<file path="src/rtl/cnn_fmap_serializer_pkg.sv">
// rtl/cnn_fmap_serializer_pkg.sv - shared geometry constants for the CNN fmap serializer and packer
package cnn_fmap_serializer_pkg;

    localparam int DEF_IN         = 2;
    localparam int DEF_OCH        = 3;
    localparam int DEF_OX         = 4;
    localparam int DEF_OY         = 4;
    localparam int DEF_DATA_LEN   = 8;
    localparam int DEF_FMAP_WORDS = DEF_OCH * DEF_OX * DEF_OY;
    localparam int DEF_NWORDS     = DEF_IN * DEF_FMAP_WORDS;

    // A single-word frame still needs a one-bit index.
    function automatic int idx_width(input int nwords);
        return (nwords > 1) ? $clog2(nwords) : 1;
    endfunction

endpackage

</file>
<file path="src/rtl/cnn_fmap_word_sel.sv">
// rtl/cnn_fmap_word_sel.sv - combinational select of one word from a flat frame bus
module cnn_fmap_word_sel
    import cnn_fmap_serializer_pkg::*;
#(
    parameter int NWORDS   = DEF_NWORDS,
    parameter int DATA_LEN = DEF_DATA_LEN,
    parameter int IDX_W    = idx_width(NWORDS)
) (
    input  logic [NWORDS*DATA_LEN-1:0] bus,
    input  logic [IDX_W-1:0]           idx,
    output logic [DATA_LEN-1:0]        word
);

    // Indices past the last word read as zero rather than out-of-range slices.
    always_comb begin
        word = '0;
        for (int k = 0; k < NWORDS; k++) begin
            if (idx == IDX_W'(k)) begin
                word = bus[k*DATA_LEN +: DATA_LEN];
            end
        end
    end

endmodule

</file>
<file path="src/rtl/cnn_fmap_serializer.sv">
// rtl/cnn_fmap_serializer.sv - captures a full batch result and streams it out word by word
module cnn_fmap_serializer
    import cnn_fmap_serializer_pkg::*;
#(
    parameter int IN         = DEF_IN,
    parameter int OCH        = DEF_OCH,
    parameter int OX         = DEF_OX,
    parameter int OY         = DEF_OY,
    parameter int DATA_LEN   = DEF_DATA_LEN,
    localparam int FMAP_WORDS = OCH * OX * OY,
    localparam int NWORDS     = IN * FMAP_WORDS,
    localparam int IDX_W      = idx_width(NWORDS)
) (
    input  logic                       clk,
    input  logic                       reset_n,
    input  logic                       i_soft_reset,
    input  logic                       i_in_valid,
    input  logic [NWORDS*DATA_LEN-1:0] i_in_fmap,
    output logic                       o_in_ready,
    output logic                       o_valid,
    input  logic                       i_ready,
    output logic [DATA_LEN-1:0]        o_data,
    output logic [IDX_W-1:0]           o_word_idx,
    output logic                       o_last_fmap,
    output logic                       o_last,
    output logic                       o_busy,
    output logic                       o_overrun
);

    typedef enum logic {
        S_IDLE   = 1'b0,
        S_STREAM = 1'b1
    } state_t;

    state_t                     state;
    state_t                     state_next;
    logic                       capture;
    logic                       advance;
    logic                       in_ready;
    logic [NWORDS*DATA_LEN-1:0] shadow;
    logic [IDX_W-1:0]           idx_next;
    logic [DATA_LEN-1:0]        word_next;
    logic                       last_next;
    logic                       last_fmap_next;

    assign o_in_ready = in_ready;
    assign idx_next   = o_word_idx + IDX_W'(1);

    cnn_fmap_word_sel #(
        .NWORDS   (NWORDS),
        .DATA_LEN (DATA_LEN),
        .IDX_W    (IDX_W)
    ) u_word_sel (
        .bus  (shadow),
        .idx  (idx_next),
        .word (word_next)
    );

    always_comb begin
        last_next      = (idx_next == IDX_W'(NWORDS - 1));
        last_fmap_next = (((int'(idx_next) + 1) % FMAP_WORDS) == 0);
    end

    always_ff @(posedge clk or negedge reset_n) begin
        if (!reset_n) begin
            state <= S_IDLE;
        end else begin
            state <= state_next;
        end
    end

    // o_last is registered alongside idx, so it doubles as the idx==NWORDS-1 test.
    always_comb begin
        state_next = state;
        capture    = 1'b0;
        advance    = 1'b0;
        in_ready   = 1'b0;
        case (state)
            S_IDLE: begin
                in_ready = 1'b1;
                if (i_in_valid) begin
                    capture    = 1'b1;
                    state_next = S_STREAM;
                end
            end
            S_STREAM: begin
                in_ready = o_last & i_ready;
                if (i_ready) begin
                    if (!o_last) begin
                        advance = 1'b1;
                    end else if (i_in_valid) begin
                        capture = 1'b1;
                    end else begin
                        state_next = S_IDLE;
                    end
                end
            end
            default: state_next = S_IDLE;
        endcase
        if (i_soft_reset) begin
            state_next = S_IDLE;
            capture    = 1'b0;
            advance    = 1'b0;
        end
    end

    always_ff @(posedge clk or negedge reset_n) begin
        if (!reset_n) begin
            shadow      <= '0;
            o_valid     <= 1'b0;
            o_busy      <= 1'b0;
            o_overrun   <= 1'b0;
            o_word_idx  <= '0;
            o_data      <= '0;
            o_last      <= 1'b0;
            o_last_fmap <= 1'b0;
        end else if (i_soft_reset) begin
            o_valid     <= 1'b0;
            o_busy      <= 1'b0;
            o_overrun   <= 1'b0;
            o_word_idx  <= '0;
            o_data      <= '0;
            o_last      <= 1'b0;
            o_last_fmap <= 1'b0;
        end else begin
            o_valid <= (state_next == S_STREAM);
            o_busy  <= (state_next == S_STREAM);
            if (capture) begin
                shadow      <= i_in_fmap;
                o_word_idx  <= '0;
                o_data      <= i_in_fmap[DATA_LEN-1:0];
                o_last      <= (NWORDS == 1);
                o_last_fmap <= (FMAP_WORDS == 1);
            end else if (advance) begin
                o_word_idx  <= idx_next;
                o_data      <= word_next;
                o_last      <= last_next;
                o_last_fmap <= last_fmap_next;
            end
            if (i_in_valid && !in_ready) begin
                o_overrun <= 1'b1;
            end
        end
    end

endmodule

</file>
<file path="config.mk">
export PLATFORM = sky130hd
export DESIGN_NAME = cnn_fmap_serializer
export DESIGN_NICKNAME = d
export VERILOG_FILES = /design/src/rtl/cnn_fmap_serializer_pkg.sv /design/src/rtl/cnn_fmap_word_sel.sv /design/src/rtl/cnn_fmap_serializer.sv
export SDC_FILE = /design/constraint.sdc
export NUM_CORES = 2
export LEC_CHECK = 0
export ABC_AREA = 1
export CAP_MARGIN = 10
export CORE_AREA = 2 2 313 315
export DETAILED_ROUTE_END_ITERATION = 6
export DIE_AREA = 0 0 315 317
export PLACE_DENSITY = 0.66
export SYNTH_ARGS = -nofsm -noshare
export SYNTH_HDL_FRONTEND = slang
export SYNTH_HIERARCHICAL = 1
export SYNTH_SLANG_ARGS = --single-unit
</file>
<file path="constraint.sdc">
create_clock -name clk -period 5.6 [get_ports clk]
set_input_delay 0.84 -clock clk [delete_from_list [all_inputs] [get_ports clk]]
set_output_delay 0.84 -clock clk [all_outputs]
set_load 0.02 [all_outputs]
</file>
==> key figures <==
Status
  • Status: complete, but fails checks
  • Violated checks: negative setup slack

GRT
  • Largest net degree at the start of global routing: 197
  • Total track usage: 0.291
  • First-pass GRT wire length: 218000 µm
  • GR Overflow Total: 0
  • Number of global-route vias before repair: 35900
  • Initial antenna violation count: 36

Clock network
  • H-tree depth: 3
  • Clock Latency Late Sink: 0.67 ns
  • Worst-path clk slew: 0.06 ns
  • Clk root buf: clkbuf_16
  • Sink Count: 787
  • TritonCTS clock tree: built
  • CTS Buf Count: 89
  • CTS Buffer Depth: 3

Routing
  • Antenna Nets Post-Route: 0
  • Post-route DRC violation count: 0
  • DR WL/cell: 20.1 µm
  • Via/cell ratio: 4.89
  • DRT Pass-1 Iters: 5
  • Vias: 36100
  • Starting DRT DRC Count: 3212
  • Total wire length: 148000 µm

Power
  • Total power: 16.1 mW
  • Switching fraction of total power: 0.283
  • Reg power frac: 0.453
  • Int Pwr: 11.5 mW
  • Maximum vdd drop: 0.236 mV
  • Leak pwr: 25.8 nW
  • Pwr dens: 312 mW/mm²
  • Combinational share of power: 0.149
  • Clk network pwr share: 0.398
  • Psw: 4.56 mW

Synthesis
  • Top cell type's share of synthesized area: 0.530
  • Post-synthesis cell area: 0.0372 mm²
  • Yosys reg bits: 787
  • Post-synth top area cell: dfrtp_1
  • Mapped Cells: 5051
  • Register area share after synthesis: 0.530
  • Post-synthesis cell type count: 35
  • Post-synth net total: 5828
  • Synth warnings: 6
  • Top cells by area, synth: dfrtp_1, nand2_1, nand4_1
  • Avg Inst Size Synth: 7.36 µm²

Timing
  • Worst-margin pin slew: 1.10 ns
  • Slew Viols, Final: 0
  • RSZ-0062 raised after global routing: yes
  • Max Clock Skew: 0.0203 ns
  • Final hold violation count: 0
  • Max Fclk: 0.139 GHz
  • Slew margin rel.: 0.266
  • Fin crit share: 1.29
  • Post-route minimum period: 7.21 ns
  • Setup WS post-layout: -1.61 ns
  • Final setup viols: 10

Layout
  • Final std cells w/o fill: 7378
  • Area grow syn2layout: 38.9%
  • Nets: 6795
  • Finished Core Util: 0.536
  • Layout cells sized above 1: 0.114
  • Sequential cell area: 0.0197 mm²
  • Final instance area: 0.0516 mm²
  • Multi-input gate area: 0.0159 mm²
  • # fillers: 9311

Place
  • Post-DP Area: 0.0474 mm²
  • Port buffer count: 793
  • GP Congestion: 0.930
  • Placement Setup Slack: -1.43 ns
  • HPWL Detailed: 111000 µm
  • Placed insts: 7138

Setup path
  • CP Capture Type: flop
  • Critical-path cell with the highest stage delay: dfrtp_1
  • CP bufs+invs: 47
  • CP delay by family, top: buffers and inverters
  • Setup crit start kind: flop
  • Crit-path max FO: 6
  • Max incr delay on CP: 0.40 ns
  • Kind of critical path: reg2reg
  • Critical Path AT: 7.76 ns
  • Worst EP required: 6.15 ns
  • Worst path most repeated cell: buf_4

Floorplanning
  • Die height: 317 µm
  • Die width: 315 µm
  • Initial Utilization: 0.386
  • Total core area: 0.0963 mm²
  • Row count: 114
  • Die outline area: 0.0999 mm²
  • Top-Level Pins: 794

Min path
  • Hold Path Class: in2async

Run
  • Maxcap violations: 0
## stage by stage
stage	hold WS, ns	setup TNS, ns
6_report	0.221	-12.04
3_5_place_dp	0.451	-9.02
4_1_cts	0.241	-10.53
3_3_place_gp	0.447	-8.34
5_1_grt	0.267	-17.09
2_1_floorplan	0.434	0
## timing repair
item	in CTS	in global routing
pin swaps	42	100
endpoints found under the setup margin	8	10
gates resized for setup	67	71
buffers inserted	58	8
hold buffers	0	0
## power groups by stage
stage                     sequential (mW)  clock (mW)  combinational [mW]
after floorplan                      7.08           0                1.19
after global placement               7.36           0                2.30
after detailed placement             7.36           0                2.35
after CTS                            7.28        6.49                2.39
after global routing                 7.38        6.74                2.71
final                                7.29        6.41                2.40
## path summary, 6_finish.rpt
check	from	to	slack (ns)	cells after the start
min reg2reg	shadow[742]$_DFFE_PN0P_	shadow[742]$_DFFE_PN0P_	0.46	2
max reg2reg	o_word_idx[1]$_DFFE_PN0P_	o_last_fmap$_DFFE_PN0P_	-1.61	60
min in group clk	shadow[742]$_DFFE_PN0P_	shadow[742]$_DFFE_PN0P_	0.46	2
min	reset_n	shadow[153]$_DFFE_PN0P_	0.22	1
max in group asynchronous	reset_n	shadow[491]$_DFFE_PN0P_	4.05	3
max	o_word_idx[1]$_DFFE_PN0P_	o_last_fmap$_DFFE_PN0P_	-1.61	60
## registers in the layout, summed over array words and instances (netlist names)
register,cells
o_last,1
o_overrun,1
o_last_fmap,1
o_busy,1
shadow,768
o_data,8
o_word_idx,7
## synth_stat cells
library cell / n
a21oi_1: 101
a21oi_2: 1
and3_1: 1
buf_1: 2
buf_2: 133
buf_4: 25
buf_6: 2
clkbuf_1: 17
clkinv_1: 5
clkinv_2: 1
dfrtp_1: 787
ha_1: 4
inv_1: 245
inv_2: 16
nand2_1: 3099
nand2_2: 10
nand2_4: 3
nand3_1: 72
nand3_2: 5
nand3_4: 1
nand4_1: 153
nand4_2: 1
nor2_1: 185
nor2_2: 11
nor2_4: 8
nor3_1: 8
o21ai_0: 31
o21ai_1: 2
o22ai_1: 7
o31ai_1: 3
o32ai_1: 2
or2_0: 6
or2_1: 1
or2_2: 102
xor2_1: 1
## cell type report
cell class / count / area share
Timing Repair Buffer: 1055 / 0.196
Clock inverter: 46 / 0.0132
Sequential cell: 787 / 0.381
Tap cell: 1276 / 0.0309
Antenna cell: 10 / 0.000485
Multi-Input combinational cell: 3818 / 0.308
Inverter: 267 / 0.0197
Clock buffer: 119 / 0.0496
## routing by layer
layer	share of wire	routed length, µm	vias to the layer above	GRT usage
met5	0.0020	289	-	0
met1	0.40	59200	17000	0.366
li1	-	-	17400	-
met4	0.049	7320	46	0.136
met2	0.47	69500	1279	0.476
met3	0.079	11700	335	0.0678
## kinds of logic (layout without fill, tap and decap cells)
family                     Yosys count  after routing  synth area share
DFF                                787            787             0.530
other                                0             10                 0
AOI/OAI and AO/OA                  147            147            0.0205
and+or+nand+nor                   3666           3666             0.396
adders and majority gates            4              4           0.00135
xor gates and xnor gates             1              1          0.000236
buffers and inverters              446           1487            0.0525
## cell usage in the layout (no fill, tap or decap), types with 3 or more instances in the layout
cell type,instances
inv_1,237
buf_6,12
clkinv_1,5
nand2_2,57
nand2_4,8
o21ai_0,31
nand3_2,32
clkinv_8,3
or2_0,6
a21oi_1,99
clkinv_2,16
clkdlybuf4s50_1,792
inv_6,3
o31ai_1,3
inv_2,21
nor2_1,165
clkbuf_1,8
buf_4,235
nand2_1,3047
nor2_4,13
diode_2,10
nor3_1,8
o22ai_1,7
buf_12,15
dfrtp_1,785
clkbuf_16,89
nor2_2,26
nand4_1,153
nand3_1,45
clkbuf_8,22
or2_2,101
a21oi_2,3
clkinvlp_4,7
bufinv_16,13
(Power assumes the default switching activity.)
